--- config.mk ---
export PLATFORM = sky130hd
export DESIGN_NAME = key_pulse_gen_flat
export DESIGN_NICKNAME = d
export VERILOG_FILES = /design/src/rtl/key_pkg.sv /design/src/rtl/key_pulse_gen_if.sv /design/src/rtl/key_debounce_ch.sv /design/src/rtl/key_pulse_gen.sv /design/src/flat_wrapper.sv
export SDC_FILE = /design/constraint.sdc
export NUM_CORES = 1
export LEC_CHECK = 0
export BUFFER_PORTS_ARGS = -buffer_cell sky130_fd_sc_hd__buf_2
export CAP_MARGIN = 20
export CORE_MARGIN = 4
export CORE_UTILIZATION = 63
export CTS_CLUSTER_DIAMETER = 60
export DETAILED_ROUTE_END_ITERATION = 12
export GPL_TIMING_DRIVEN = 0
export PLACE_DENSITY = 0.91
export REMOVE_ABC_BUFFERS = 1
export SLEW_MARGIN = 20
export SYNTH_ARGS = -nofsm -noshare
export SYNTH_HDL_FRONTEND = slang
export SYNTH_SLANG_ARGS = --single-unit
--- constraint.sdc ---
create_clock -name mem_clk -period 2.1 [get_ports mem_clk]
set_input_delay 0.42 -clock mem_clk [delete_from_list [all_inputs] [get_ports mem_clk]]
set_output_delay 0.42 -clock mem_clk [all_outputs]
set_load 0.02 [all_outputs]
--- src/rtl/key_pkg.sv ---
// key_pkg: FSM encoding, default timing constants and counter sizing
// shared by the key_pulse_gen button conditioner.
package key_pkg;

  typedef enum logic [2:0] {
    ST_IDLE        = 3'd0,
    ST_PRESS_DEB   = 3'd1,
    ST_HELD        = 3'd2,
    ST_REPEAT      = 3'd3,
    ST_RELEASE_DEB = 3'd4
  } key_state_t;

  localparam int unsigned KEY_NUM_DEF       = 3;
  localparam int unsigned DEBOUNCE_DEF      = 2_000_000;
  localparam int unsigned REPEAT_DELAY_DEF  = 100_000_000;
  localparam int unsigned REPEAT_PERIOD_DEF = 20_000_000;

  // Repeat timers only widen the counter when auto-repeat is built.
  function automatic int unsigned cnt_w(
    input int unsigned deb,
    input int unsigned dly,
    input int unsigned per,
    input bit          rep
  );
    int unsigned m;
    m = deb;
    if (rep) begin
      if (dly > m) m = dly;
      if (per > m) m = per;
    end
    return (m < 2) ? 1 : $clog2(m);
  endfunction

endpackage

--- src/rtl/key_pulse_gen_if.sv ---
// key_pulse_gen_if: raw key inputs and conditioned command outputs
// of key_pulse_gen, with board-side (master) and block-side (slave) views.
interface key_pulse_gen_if
  import key_pkg::*;
#(
  parameter int unsigned KEY_NUM = KEY_NUM_DEF
);

  logic [KEY_NUM-1:0] key_in;
  logic [KEY_NUM-1:0] key_out;
  logic [KEY_NUM-1:0] key_level;
  logic               key_busy;

  modport master (
    output key_in,
    input  key_out,
    input  key_level,
    input  key_busy
  );

  modport slave (
    input  key_in,
    output key_out,
    output key_level,
    output key_busy
  );

endinterface

--- src/rtl/key_debounce_ch.sv ---
// key_debounce_ch: one key's 2-flop synchroniser, debounce FSM and counter.
// Hold-to-repeat is built only when KEY_AUTO_REPEAT_EN is defined.
module key_debounce_ch
  import key_pkg::*;
#(
  parameter int unsigned DEBOUNCE_CYCLES      = DEBOUNCE_DEF,
  parameter int unsigned REPEAT_DELAY_CYCLES  = REPEAT_DELAY_DEF,
  parameter int unsigned REPEAT_PERIOD_CYCLES = REPEAT_PERIOD_DEF
) (
  input  logic clk_i,
  input  logic rst_ni,
  input  logic key_ni,
  output logic event_o,
  output logic level_o
);

`ifdef KEY_AUTO_REPEAT_EN
  localparam int unsigned CW = cnt_w(DEBOUNCE_CYCLES,
    REPEAT_DELAY_CYCLES, REPEAT_PERIOD_CYCLES, 1'b1);
  localparam logic [CW-1:0] DLY_LAST =
    CW'(REPEAT_DELAY_CYCLES - 1);
  localparam logic [CW-1:0] PER_LAST =
    CW'(REPEAT_PERIOD_CYCLES - 1);
`else
  localparam int unsigned CW = cnt_w(DEBOUNCE_CYCLES,
    REPEAT_DELAY_CYCLES, REPEAT_PERIOD_CYCLES, 1'b0);
`endif
  localparam logic [CW-1:0] DEB_LAST =
    CW'(DEBOUNCE_CYCLES - 1);

  logic          sync1_q, sync2_q;
  logic          p;
  key_state_t    state_q, state_d;
  logic [CW-1:0] cnt_q, cnt_d;

  always_ff @(posedge clk_i or negedge rst_ni) begin
    if (!rst_ni) begin
      sync1_q <= 1'b1;
      sync2_q <= 1'b1;
    end else begin
      sync1_q <= key_ni;
      sync2_q <= sync1_q;
    end
  end

  assign p = ~sync2_q;

  always_ff @(posedge clk_i or negedge rst_ni) begin
    if (!rst_ni) begin
      state_q <= ST_IDLE;
      cnt_q   <= '0;
    end else begin
      state_q <= state_d;
      cnt_q   <= cnt_d;
    end
  end

  always_comb begin
    state_d = state_q;
    cnt_d   = cnt_q;
    event_o = 1'b0;
    unique case (state_q)
      ST_IDLE: begin
        if (p) begin
          state_d = ST_PRESS_DEB;
          cnt_d   = '0;
        end
      end
      ST_PRESS_DEB: begin
        if (!p) begin
          state_d = ST_IDLE;
        end else if (cnt_q == DEB_LAST) begin
          state_d = ST_HELD;
          cnt_d   = '0;
          event_o = 1'b1;
        end else begin
          cnt_d = cnt_q + CW'(1);
        end
      end
      ST_HELD: begin
        // A release edge wins over a coincident repeat timeout.
        if (!p) begin
          state_d = ST_RELEASE_DEB;
          cnt_d   = '0;
`ifdef KEY_AUTO_REPEAT_EN
        end else if (cnt_q == DLY_LAST) begin
          state_d = ST_REPEAT;
          cnt_d   = '0;
          event_o = 1'b1;
        end else begin
          cnt_d = cnt_q + CW'(1);
`endif
        end
      end
`ifdef KEY_AUTO_REPEAT_EN
      ST_REPEAT: begin
        if (!p) begin
          state_d = ST_RELEASE_DEB;
          cnt_d   = '0;
        end else if (cnt_q == PER_LAST) begin
          cnt_d   = '0;
          event_o = 1'b1;
        end else begin
          cnt_d = cnt_q + CW'(1);
        end
      end
`endif
      ST_RELEASE_DEB: begin
        if (p) begin
          state_d = ST_HELD;
          cnt_d   = '0;
        end else if (cnt_q == DEB_LAST) begin
          state_d = ST_IDLE;
          cnt_d   = '0;
        end else begin
          cnt_d = cnt_q + CW'(1);
        end
      end
      default: begin
        state_d = ST_IDLE;
        cnt_d   = '0;
      end
    endcase
  end

  assign level_o = (state_q != ST_IDLE) &&
                   (state_q != ST_PRESS_DEB);

endmodule

--- src/rtl/key_pulse_gen.sv ---
// key_pulse_gen: debounced single-cycle key command pulses, serialised
// lowest-index first; auto-repeat enabled by KEY_AUTO_REPEAT_EN.
module key_pulse_gen
  import key_pkg::*;
#(
  parameter int unsigned KEY_NUM              = KEY_NUM_DEF,
  parameter int unsigned DEBOUNCE_CYCLES      = DEBOUNCE_DEF,
  parameter int unsigned REPEAT_DELAY_CYCLES  = REPEAT_DELAY_DEF,
  parameter int unsigned REPEAT_PERIOD_CYCLES = REPEAT_PERIOD_DEF
) (
  input logic           mem_clk,
  input logic           rst_n,
  key_pulse_gen_if.slave bus
);

  logic [KEY_NUM-1:0] ev;
  logic [KEY_NUM-1:0] lvl;
  logic [KEY_NUM-1:0] grant;
  logic [KEY_NUM-1:0] pend_q, pend_d;
  logic [KEY_NUM-1:0] out_q;

  for (genvar g = 0; g < KEY_NUM; g++) begin : g_ch
    key_debounce_ch #(
      .DEBOUNCE_CYCLES     (DEBOUNCE_CYCLES),
      .REPEAT_DELAY_CYCLES (REPEAT_DELAY_CYCLES),
      .REPEAT_PERIOD_CYCLES(REPEAT_PERIOD_CYCLES)
    ) u_ch (
      .clk_i  (mem_clk),
      .rst_ni (rst_n),
      .key_ni (bus.key_in[g]),
      .event_o(ev[g]),
      .level_o(lvl[g])
    );
  end

  // Isolate the lowest set pending bit.
  assign grant = pend_q & (~pend_q + KEY_NUM'(1));

  // A fresh event re-arms a bit being granted this cycle.
  assign pend_d = (pend_q & ~grant) | ev;

  always_ff @(posedge mem_clk or negedge rst_n) begin
    if (!rst_n) begin
      pend_q <= '0;
      out_q  <= '0;
    end else begin
      pend_q <= pend_d;
      out_q  <= grant;
    end
  end

  assign bus.key_out   = out_q;
  assign bus.key_level = lvl;
  assign bus.key_busy  = |pend_q;

endmodule

--- src/flat_wrapper.sv ---
// flat-port wrapper written by rule: the top's interface ports become plain ports
module key_pulse_gen_flat import key_pkg::*;
#(
  parameter int unsigned KEY_NUM              = KEY_NUM_DEF,
  parameter int unsigned DEBOUNCE_CYCLES      = DEBOUNCE_DEF,
  parameter int unsigned REPEAT_DELAY_CYCLES  = REPEAT_DELAY_DEF,
  parameter int unsigned REPEAT_PERIOD_CYCLES = REPEAT_PERIOD_DEF
)
  (mem_clk, rst_n, bus_key_in, bus_key_out, bus_key_level, bus_key_busy);
  key_pulse_gen_if #(.KEY_NUM(KEY_NUM)) bus_i ();
  input logic mem_clk;
  input logic rst_n;
  input wire logic [$bits(bus_i.key_in)-1:0] bus_key_in;
  output wire logic [$bits(bus_i.key_out)-1:0] bus_key_out;
  output wire logic [$bits(bus_i.key_level)-1:0] bus_key_level;
  output wire logic [$bits(bus_i.key_busy)-1:0] bus_key_busy;
  assign bus_i.key_in = bus_key_in;
  assign bus_key_out = bus_i.key_out;
  assign bus_key_level = bus_i.key_level;
  assign bus_key_busy = bus_i.key_busy;
  key_pulse_gen #(.KEY_NUM(KEY_NUM), .DEBOUNCE_CYCLES(DEBOUNCE_CYCLES), .REPEAT_DELAY_CYCLES(REPEAT_DELAY_CYCLES), .REPEAT_PERIOD_CYCLES(REPEAT_PERIOD_CYCLES)) u_core (.mem_clk(mem_clk), .rst_n(rst_n), .bus(bus_i));
endmodule
# After elaboration in Yosys (flattened, before gate mapping)

Cells that the tools add are included.

Register bits after elaboration: 84
Output and inout port bits: 7

Bitwise operators: 5
Equality and inequality tests: 30
Reductions and logical operators: 16
Muxes and demuxes: 48
Add/sub/neg operators: 4

Operators by type and width:

| cell                                          | count |
|---|---|
| two-way mux 21 bit                            | 15 |
| one-hot mux 21 bit (4 select lines)           | 3 |
| adder 21 x 1 -> 21 bit, second input constant | 3 |
| == test 21 bit, second input constant         | 3 |
| two-way mux 3 bit                             | 18 |
| one-hot mux 3 bit (4 select lines)            | 3 |
| != test 2 bit, second input constant          | 9 |
| != test 3 bit, second input constant          | 6 |
| AND reduction 4 bit                           | 3 |
| == test 3 x 1 -> 1 bit, second input constant | 3 |
| == test 3 x 2 -> 1 bit, second input constant | 3 |
| == test 3 bit, second input constant          | 3 |
| zero test 3 bit                               | 3 |
| two-way mux 1 bit                             | 9 |
| != test 3 x 1 -> 1 bit, second input constant | 3 |
| AND reduction 3 bit                           | 3 |
| nonzero test 3 bit                            | 3 |
| bitwise AND 3 bit                             | 2 |
| inverter 3 bit                                | 2 |
| adder 3 x 1 -> 3 bit, second input constant   | 1 |
| logical AND 1 bit                             | 3 |
| OR 3 bit                                      | 1 |
| OR reduction 3 bit                            | 1 |

# Depth between registers and ports, before layout

Gate-level depths: netlist (run 1).

Depth in word-level cells: 6
Mapped depth: 8
Depth with buffers taken out: 6

# Hierarchy

From an unflattened synthesis (run 1), not the netlist that was laid out.

Cells, all modules: 495
Area total of the unflattened synthesis: 4,793.3 sq um

By module, submodules not included:

| module                                    | times used | sequential area each (sq um) | cells an instance | area each (sq um) |
|---|---|---|---|---|
| key_debounce_ch (u_core.g_ch[1].u_ch ...) | 2          | 653.1                        | 163               | 1,562.7 |
| key_debounce_ch (u_core.g_ch[0].u_ch)     | 1          | 653.1                        | 157               | 1,477.7 |
| key_pulse_gen                             | 1          | 150.1                        | 12                | 190.2 |

# Least setup slack after synthesis (run 1)

No wires, ideal clock.

Kind: register -> register
Start point: register u_core.g_ch[2].u_ch.cnt_q[7]
End point: register u_core.g_ch[2].u_ch.cnt_q[17]
Cell stages (with the launch flop): 8
Setup time: 119 ps
Setup slack: 184 ps
Arrival time: 1,797 ps
Path buffers: 2
Data required time: 1,981 ps
Cell sequence: dfrtp_1 -> buf_6 -> or4b_4 -> nor4_4 -> a21oi_2 -> a211oi_2 -> buf_6 -> nor2_1

Word-level cells in the longest chain between the ends: 4
Elaborated cells between the ends (all ways): 6

RTL lines:

| what                                                     | line                                          | text |
|---|---|---|
| start: declaration                                       | key_debounce_ch.sv:34                         | `logic [CW-1:0] cnt_q, cnt_d;` |
| start signal: assignment                                 | key_debounce_ch.sv:54                         | `cnt_q <= cnt_d;` |
| adder 21 x 1 -> 21 bit or == test 21 bit (tied branches) | -                                             |  |
| two-way mux 21 bit (*)                                   | key_debounce_ch.sv:72, key_debounce_ch.sv:112 |  |
| two-way mux 21 bit (on tied branches)                    | key_debounce_ch.sv:109, key_debounce_ch.sv:70 |  |
| one-hot mux 21 bit (4 select lines) (*)                  | key_debounce_ch.sv:62                         | `unique case (state_q)` |

Every way passes the cells marked *; elsewhere a longest branch is shown, timed or not. The select of a mux whose other input is x is not followed.
A chain may end at the register's enable or synchronous reset.

# Final worst setup path (run 1)

Start point: register u_core.g_ch[2].u_ch.cnt_q[9]
End point: register u_core.g_ch[2].u_ch.cnt_q[11]

Same word-level chain as after synthesis.

==> results of run 1 <==
[sequential cells by signal, indices dropped and copies added, names as in the netlist]
| signal | count |
|---|---|
| u_core.bus.key_out | 3 |
| u_core.g_ch.u_ch.cnt_q | 63 |
| u_core.g_ch.u_ch.state_q | 9 |
| u_core.g_ch.u_ch.sync1_q | 3 |
| u_core.g_ch.u_ch.sync2_q | 3 |
| u_core.pend_q | 3 |
[power breakdown]
part | leakage, uW | internal, uW | total, uW | switching [uW]
sequential | 0.00114 | 1650 | 1690 | 39.8
combinational | 0.000990 | 84.2 | 217 | 133
clock | 0.000103 | 569 | 1260 | 694
total | 0.00223 | 2300 | 3170 | 866
[cell type report]
cell class / instances / area share, %
multi-input cells: 387 / 46.86
flip-flops and latches: 84 / 40.05
repair buffers: 34 / 5.599
clock buffers: 9 / 2.349
well taps: 99 / 2.349
clock inverters: 7 / 1.518
inverters: 18 / 1.281
[worst max-delay path, delay by kind of cell, from the launching register on]
family / cells / cell delay [ns]
AO/OA/AOI/OAI: 3 / 0.48
buffers and inverters: 2 / 0.28
flip-flops: 1 / 0.40
AND/OR/NAND/NOR: 2 / 0.82
[layout by cell type (no fill, tap or decap), types with 9 or more instances in the layout]
master	count
dfrtp_1	76
nor2_1	56
nand2_1	46
nand3_1	28
o21ai_0	26
nand4_1	25
a21oi_1	23
xor2_1	21
buf_4	20
inv_1	18
nor3_1	11
xnor2_1	11
nand2b_1	11
buf_2	10
and3_1	9
clkbuf_8	9
[logic make-up (layout without fill, tap and decap cells)]
| group | after synthesis | count (layout) | share of synthesized area (%) |
|---|---|---|---|
| and+or+nand+nor | 257 | 257 | 30.22 |
| AOI/OAI and AO/OA | 91 | 92 | 12.29 |
| DFF | 84 | 84 | 45.46 |
| buffers and inverters | 38 | 68 | 4.502 |
| xor gates and xnor gates | 32 | 32 | 6.039 |
| adders and majority gates | 3 | 3 | 0.8089 |
| muxes | 3 | 3 | 0.6740 |
[through the flow]
| stage | setup WS [ns] | util [%] | setup TNS [ns] | total power, uW |
|---|---|---|---|---|
| 2_1_floorplan | -0.3277 | - | -2.306 | 1803 |
| 3_3_place_gp | -0.7490 | 64.85 | -19.87 | 1863 |
| 3_5_place_dp | -0.5332 | 65.52 | -14.34 | 1887 |
| 4_1_cts | -0.04316 | 71.31 | -0.1858 | 3132 |
| 5_1_grt | -0.1203 | 73.10 | -1.055 | 3250 |
| 6_report | -0.008815 | 73.10 | -0.008815 | 3171 |
[worst paths after layout]
check                                                              start                                    endpoint  slack [ns]  cells past startpoint
worst max-delay path            u_core.g_ch[2].u_ch.cnt_q[9]$_DFFE_PN0P_   u_core.g_ch[2].u_ch.cnt_q[11]$_DFFE_PN0P_      -0.009                      7
worst min register to register     u_core.g_ch[1].u_ch.sync1_q$_DFF_PN1_       u_core.g_ch[1].u_ch.sync2_q$_DFF_PN1_        0.36                      0
min in group mem_clk                                       bus_key_in[2]       u_core.g_ch[2].u_ch.sync1_q$_DFF_PN1_        0.13                      1
worst max register to register  u_core.g_ch[2].u_ch.cnt_q[9]$_DFFE_PN0P_   u_core.g_ch[2].u_ch.cnt_q[11]$_DFFE_PN0P_      -0.009                      7
worst min-delay path                                               rst_n  u_core.g_ch[1].u_ch.state_q[0]$_DFFE_PN0P_        0.03                      1
max in group asynchronous                                          rst_n       u_core.g_ch[0].u_ch.sync2_q$_DFF_PN1_        1.41                      2
[routing by layer]
metal,up-vias,track usage (%)
met3,58,4.888
met1,2058,34.40
met5,-,0
met4,0,10.83
met2,228,41.34
li1,1861,-
[what timing repair did]
| action | CTS | global route |
|---|---|---|
| gates resized for setup | 14 | 18 |
| pin swaps | 9 | 5 |
| setup endpoints to repair | 56 | 54 |
| cloned | 1 | 1 |
| buffers inserted | 14 | 6 |
==> run_results.csv, run 1 <==
group,metric,value,unit
die,io_pins,12,
timing,finalClockSkew,0.01363,ns
synth,syn_area,4641,um2
global_route,antenna_found_initial,0,
cts,cts-buffers-inserted,9,
cts,cts_root_buffer,"clkbuf_8",
setup_path,slowest_delay,0.56,ns
job,drv_cap,0,
timing,rsz0062_at_grt,"true",
routing,viasPerCell,6.591,
routing,antenna_left,0,
synth,yosys.area.top_type,"dfrtp_1",
global_route,grt_max_degree,46,
pwr,powerDensity,601.2,nW/um2
routing,drc,0,
cells_and_area,nFillCells,463,
cts,clkLatencyLatePin,0.38,ns
pwr,power.leakage,0.002229,uW
placed_design,placed_area,4727,um2
synth,synth_edf_count,0,
routing,met3_length,804,um
synth,synth_cells,508,
setup_path,start_kind,"flip-flop",
cts,hold_buffers,0,
cells_and_area,n_antenna_cell,0,
setup_path,crit_type,"flip-flop to flip-flop",
setup_path,critical_path.max_fanout,6,
timing,max_clock_freq,0.4742,GHz
setup_path,crit_slowest_cell,"or4b_4",
synth,synth_flop_cell,"dfrtp_1",
placed_design,gp_congestion,0.8975,
timing,min_period,2.109,ns
cells_and_area,drive_above_1_share,18.18,%
routing,topRoutingLayerUsed,"met4",
global_route,overflow,0,
min_path,hold_path.class,"input port to async pin",
cells_and_area,stdcell_area,5274,um2
placed_design,place_hpwl,6636,um
die,dieArea,8803,um2
routing,vias,4205,
timing,fin_crit_sh,100.4,%
synth,yosys.area.top_type_share,42.06,%
die,die_h,93.83,um
timing,setup_violations,1,
timing,final_hold_viol_count,0,
cts,clockBufferDepth,2,
cts,clock-sinks,84,
cells_and_area,multiInputGateArea,2471,um2
cells_and_area,area_delta_synth_final,13.64,%
run_status,status,"complete, but fails checks",
timing,whs,0.02814,ns
synth,ys_ff_latch,84,
routing,m1WireLength,4927,um
global_route,grt_pass1_vias,3908,
cts,clk_pin_slew_worst_paths,0.10,ns
global_route,grt_pass1_wl,18240,um
synth,ys_async_sr_fraction,100.0,%
routing,initialDrtViolationCount,426,
die,core,7214,um2
routing,met2_length,5719,um
setup_path,cp-end-kind,"flip-flop",
cts,h-tree-depth,3,
placed_design,io_buffer_count,11,
timing,tightest_slew,0.7003,ns
synth,synth_cell_types,69,
timing,slew-limit-headroom,53.06,%
routing,wl_per_cell,18.55,um
timing,post-route-worst-setup-slack,-0.008815,ns
synth,ys_warn_count,0,
cells_and_area,regArea,2112,um2
die,num_rows,31,
routing,detail_route.wirelength,11840,um
global_route,track_usage,25.81,%
setup_path,crit_required,2.36,ns
routing,dr.pass1.iters,5,
run_status,failed_checks,"setup timing",
cells_and_area,nets,542,
setup_path,critPathArrivalTime,2.37,ns
placed_design,dp_cells,600,
die,initial_core_util,64.33,%
pwr,ir_drop,0.3801,mV
synth,netlist_top_cells_count,"78 x dfrtp_1, 60 x nor2_1, 46 x nand2_1",
synth,synth.top_cells.by_area,"dfrtp_1 42%, nor2_1 4.9%, xor2_1 4.0%",
synth,syn_area_per_cell,9.135,um2
setup_path,path_cells,"or4b_4 -> nor4_4 -> a21oi_1 -> a211oi_4 -> buf_4 -> buf_12 -> o211ai_1",
timing,report.final.slew_viol_count,0,
cts,cts_tree,"done",
synth,ys_seq_area_share,45.46,%
die,die_x,93.83,um
cells_and_area,final_cells,638,
synth,yosysMostFrequentCell,"dfrtp_1",
No activity file was read; power rests on OpenSTA's default activity.
==> inputs of run 2 (changes only) <==
clock period = 2.3 ns   (was 2.1 ns; I/O delays follow)
==> run_results.csv, run 2 (synthesis gave the netlist of run 1 again) <==
group,metric,value,unit
cells_and_area,area_delta_synth_final,9.113,%
die,initial_core_util,64.33,%
pwr,power.leakage,0.002139,uW
cells_and_area,final_common_cell,"dfrtp_1",
global_route,grt_pass1_vias,3709,
global_route,track_usage,23.72,%
cts,clkLatencyLatePin,0.37,ns
global_route,antenna_found_initial,0,
timing,max_clock_freq,0.4610,GHz
routing,viasPerCell,6.223,
cells_and_area,largest_register_ffs,63,
placed_design,gp_congestion,0.8975,
timing,tightest_slew,0.8347,ns
run_status,status,"finished, final reports clean",
cells_and_area,drive_above_1_share,13.74,%
setup_path,cp-end-kind,"flip-flop",
die,io_pins,12,
global_route,grt_max_degree,46,
routing,drc,0,
timing,whs,0.07346,ns
routing,wl_per_cell,16.34,um
pwr,ir_drop,0.3245,mV
die,dieArea,8803,um2
setup_path,start_kind,"flip-flop",
routing,vias,3877,
timing,report.final.slew_viol_count,0,
die,core,7214,um2
pwr,p_sw_share,26.33,%
cts,cts_root_buffer,"clkbuf_8",
timing,final_hold_viol_count,0,
timing,min_period,2.169,ns
setup_path,crit_required,2.55,ns
timing,setup_violations,0,
timing,slew-limit-headroom,44.15,%
pwr,p_comb_share,6.1,%
job,drv_cap,0,
cells_and_area,largest_register,"u_core.g_ch.u_ch.cnt_q",
cts,hold_buffers,0,
cells_and_area,nets,527,
routing,detail_route.wirelength,10180,um
pwr,powerDensity,560.0,nW/um2
pwr,p_int,2089,uW
cells_and_area,n_antenna_cell,0,
cts,clock-sinks,84,
die,die_h,93.83,um
placed_design,io_buffer_count,11,
cts,cts_tree,"done",
timing,finalClockSkew,0.008656,ns
die,die_x,93.83,um
setup_path,critical_path.max_fanout,5,
setup_path,crit_type,"flip-flop to flip-flop",
routing,antenna_left,0,
placed_design,place_hpwl,6636,um
die,num_rows,31,
cts,h-tree-depth,3,
cells_and_area,most-common-layout-cells,"78 x dfrtp_1, 58 x nor2_1, 46 x nand2_1",
global_route,grt_pass1_wl,16840,um
cells_and_area,top_regs,"u_core.g_ch.u_ch.cnt_q: 63 flops, u_core.g_ch.u_ch.state_q: 9 flops",
setup_path,critPathArrivalTime,2.42,ns
pwr,switchingPower,746.7,uW
routing,dr.pass1.iters,5,
pwr,p_seq_share,54.4,%
cts,cts-buffers-inserted,9,
pwr,clock_power_share,39.6,%
timing,finalSetupTns,0,ns
cts,clk_pin_slew_worst_paths,0.10,ns
routing,initialDrtViolationCount,298,
timing,fin_crit_sh,94.31,%
cts,clockBufferDepth,2,
global_route,overflow,0,
min_path,hold_path.class,"input port to async pin",
==> run 2: metrics by stage <==
stage	std cells	cell area [um2]	total power, uW	util (%)	setup slack, ns
floorplan	488	4499	1646	-	-0.1277
global placement	598	4678	1701	64.85	-0.5490
detailed placement	600	4727	1723	65.52	-0.3332
CTS	617	4970	2842	68.89	-0.002134
global route	623	5064	2935	70.19	-0.01627
finish	623	5064	2836	70.19	0.1309
==> run 2: timing repair <==
action                     in CTS  in global routing
cloned                          0                  0
gates resized for setup         4                  8
pin swaps                       1                  3
setup buffers                   1                  6
setup endpoints to repair      34                 37
==> run 2: worst paths after layout <==
| check | depth (start not counted) | endpoint | slack [ns] | start |
|---|---|---|---|---|
| min reg2reg | 0 | u_core.g_ch[1].u_ch.sync2_q$_DFF_PN1_ | 0.36 | u_core.g_ch[1].u_ch.sync1_q$_DFF_PN1_ |
| max | 4 | u_core.g_ch[0].u_ch.state_q[2]$_DFFE_PN0P_ | 0.13 | u_core.g_ch[0].u_ch.cnt_q[13]$_DFFE_PN0P_ |
| min in group mem_clk | 1 | u_core.g_ch[2].u_ch.sync1_q$_DFF_PN1_ | 0.18 | bus_key_in[2] |
| max in group asynchronous | 2 | u_core.g_ch[0].u_ch.sync1_q$_DFF_PN1_ | 1.56 | rst_n |
| max reg2reg | 4 | u_core.g_ch[0].u_ch.state_q[2]$_DFFE_PN0P_ | 0.13 | u_core.g_ch[0].u_ch.cnt_q[13]$_DFFE_PN0P_ |
| min | 1 | u_core.g_ch[1].u_ch.cnt_q[6]$_DFFE_PN0P_ | 0.07 | rst_n |
==> run 2: worst max-delay path, stage by stage (launching register included) <==
cell and delay, ns:
dfrtp_1 0.44, or4b_2 0.68, nor4_1 0.58, o21ai_0 0.19, nor3b_1 0.16
==> run 2: final cells by class <==
type,count,area [um2]
clock inverter,7,80.08
fill,509,2151
inverter,18,67.56
multi-input combinational,386,2394
timing repair buffer,20,165.2
tap,99,123.9
sequential,84,2110
clock buffer,9,123.9
==> run 2: power groups by stage <==
stage	Sequential (uW)	Clock (uW)	Combinational [uW]
CTS	1540	1140	162
finish	1540	1120	172
detailed placement	1570	0	154
floorplan	1560	0	86.4
global placement	1570	0	136
global route	1550	1200	193
==> run 2: layer usage <==
layer  vias to the layer above  share of wire, %  wire length [um]  global-route usage (%)
met5                         -                 0                 0                       0
met4                         0               1.8               181                   8.303
met3                        21               4.9               497                   5.128
met2                       118                50              5057                   39.15
met1                      1908                44              4442                   30.89
li1                       1830                 -                 -                       -
==> inputs of run 3 (changes only) <==
SETUP_SLACK_MARGIN = 0.3   (was default)
==> run_results.csv, run 3 (synthesis gave the netlist of run 1 again) <==
group,metric,value,unit
cells_and_area,most-common-layout-cells,"70 x dfrtp_1, 47 x nor2_1, 46 x nand2_1",
placed_design,dp_cells,600,
setup_path,path_delay_family,"simple AND/OR/NAND/NOR gates",
timing,min_period,2.138,ns
setup_path,path_cells,"or4b_4 -> nor4_4 -> buf_4 -> a21oi_4 -> a211oi_4 -> buf_6 -> buf_16 -> nor2_1",
setup_path,r2r-start,"u_core.g_ch[2].u_ch.cnt_q[9]$_DFFE_PN0P_",
pwr,power.leakage,0.002278,uW
setup_path,ff2ff_setup_slack,0.16,ns
placed_design,place_hpwl,6636,um
timing,slew-limit-headroom,58.03,%
die,num_rows,31,
placed_design,io_buffer_count,11,
timing,finalClockSkew,0.01368,ns
cells_and_area,n_antenna_cell,0,
timing,setup_violations,0,
routing,drc,0,
cts,hold_buffers,0,
global_route,overflow,0,
die,initial_core_util,64.33,%
cells_and_area,final_common_cell,"dfrtp_1",
setup_path,crit_end,"u_core.g_ch[2].u_ch.cnt_q[14]$_DFFE_PN0P_",
routing,vias,4390,
pwr,switchingPower,785.9,uW
routing,dr.pass1.iters,7,
cells_and_area,fin_util,75.72,%
routing,wl_per_cell,20.20,um
cts,cts-buffers-inserted,9,
setup_path,crit_required,2.56,ns
routing,antenna_left,0,
setup_path,slowest_delay,0.55,ns
cells_and_area,nFillCells,406,
timing,finalSetupTns,0,ns
cells_and_area,regArea,2120,um2
cells_and_area,drive_above_1_share,23.30,%
cells_and_area,top_regs,"u_core.g_ch.u_ch.cnt_q: 63 flops, u_core.g_ch.u_ch.state_q: 9 flops",
timing,tightest_slew,0.6253,ns
cells_and_area,multiInputGateArea,2609,um2
run_status,status,"finished, final reports clean",
cells_and_area,final_cells,644,
cts,h-tree-depth,3,
timing,whs,0.06747,ns
cells_and_area,largest_register,"u_core.g_ch.u_ch.cnt_q",
timing,rsz0062_at_grt,"true",
setup_path,critPathArrivalTime,2.40,ns
global_route,track_usage,26.90,%
pwr,finalPower,2891,uW
pwr,p_seq_share,53.5,%
cts,clock-sinks,84,
placed_design,gp_congestion,0.8975,
die,die_h,93.83,um
global_route,grt_pass1_vias,3942,
setup_path,crit_path_start,"u_core.g_ch[2].u_ch.cnt_q[9]$_DFFE_PN0P_",
cells_and_area,largest_register_ffs,63,
setup_path,rr_endpoint,"u_core.g_ch[2].u_ch.cnt_q[14]$_DFFE_PN0P_",
pwr,clock_power_share,39.4,%
routing,detail_route.wirelength,13010,um
pwr,ir_drop,0.3120,mV
cells_and_area,nets,548,
setup_path,crit_slowest_cell,"or4b_4",
setup_path,worstSetupPathDepth,8,
global_route,grt_pass1_wl,18830,um
die,dieArea,8803,um2
routing,initialDrtViolationCount,508,
cells_and_area,area_delta_synth_final,17.71,%
global_route,antenna_found_initial,0,
setup_path,cp-end-kind,"flip-flop",
timing,report.final.slew_viol_count,0,
setup_path,crit_buf_inv,3,
timing,fin_crit_sh,92.95,%
cts,cts_root_buffer,"clkbuf_8",
setup_path,start_kind,"flip-flop",
cts,cts_tree,"done",
setup_path,critical_path.max_fanout,6,
routing,viasPerCell,6.817,
die,io_pins,12,
pwr,p_sw_share,27.18,%
pwr,powerDensity,529.3,nW/um2
timing,max_clock_freq,0.4677,GHz
die,core,7214,um2
timing,final_hold_viol_count,0,
cts,clk_pin_slew_worst_paths,0.10,ns
cts,clkLatencyLatePin,0.38,ns
global_route,grt_max_degree,46,
cts,clockBufferDepth,2,
pwr,p_int,2105,uW
setup_path,r2r_cells,8,
job,drv_cap,0,
min_path,hold_path.class,"input port to async pin",
pwr,p_comb_share,7.1,%
setup_path,crit_type,"flip-flop to flip-flop",
die,die_x,93.83,um
run 3: cell types whose count changed in the layout (fill, tap and decap cells not counted), sizes merged:
cell   delta
a21oi     +1
buf      +20
run 3: per-layer routing:
layer / up-vias / routed length [um] / global-route usage, %
li1: 1878 / - / -
met1: 2109 / 4951 / 35.00
met2: 325 / 6400 / 43.58
met3: 78 / 1066 / 5.369
met4: 0 / 590 / 11.79
met5: - / 0 / 0
run 3: layout make-up:
class	instances	share of cell area, %
clock buffers	9	2.268
flip-flops and latches	84	38.80
multi-input cells	387	47.76
well taps	99	2.268
repair buffers	40	6.207
clock inverters	7	1.466
inverters	18	1.237
run 3: worst min-delay path by stage:
stage | slack, ns | start | endpoint
2_1_floorplan | 0.16 | rst_n | u_core.bus.key_out[0]$_DFF_PN0_
3_3_place_gp | 0.35 | u_core.g_ch[2].u_ch.sync1_q$_DFF_PN1_ | u_core.g_ch[2].u_ch.sync2_q$_DFF_PN1_
3_5_place_dp | 0.35 | u_core.g_ch[1].u_ch.sync1_q$_DFF_PN1_ | u_core.g_ch[1].u_ch.sync2_q$_DFF_PN1_
4_1_cts | 0.09 | rst_n | u_core.g_ch[0].u_ch.cnt_q[11]$_DFFE_PN0P_
5_1_grt | 0.11 | rst_n | u_core.g_ch[0].u_ch.cnt_q[11]$_DFFE_PN0P_
6_report | 0.07 | rst_n | u_core.g_ch[1].u_ch.cnt_q[20]$_DFFE_PN0P_
run 3: power groups by stage:
stage | sequential [uW] | combinational, uW | clock [uW]
after floorplan | 1560 | 86.4 | 0
after global placement | 1570 | 136 | 0
after detailed placement | 1570 | 154 | 0
after CTS | 1540 | 185 | 1140
after global routing | 1550 | 226 | 1200
final | 1550 | 206 | 1140
run 3: stage by stage:
stage	cell area, um2	setup WS (ns)
6_report	5463	0.1620
5_1_grt	5463	0.1258
4_1_cts	5209	0.2162
3_5_place_dp	4727	-0.3332
3_3_place_gp	4678	-0.5490
2_1_floorplan	4499	-0.1277
run 3: timing repair:
item	in CTS	in global routing
buffers inserted	17	9
endpoints found under the setup margin	60	62
pin swaps	9	13
cloned	2	0
resized for setup	27	45
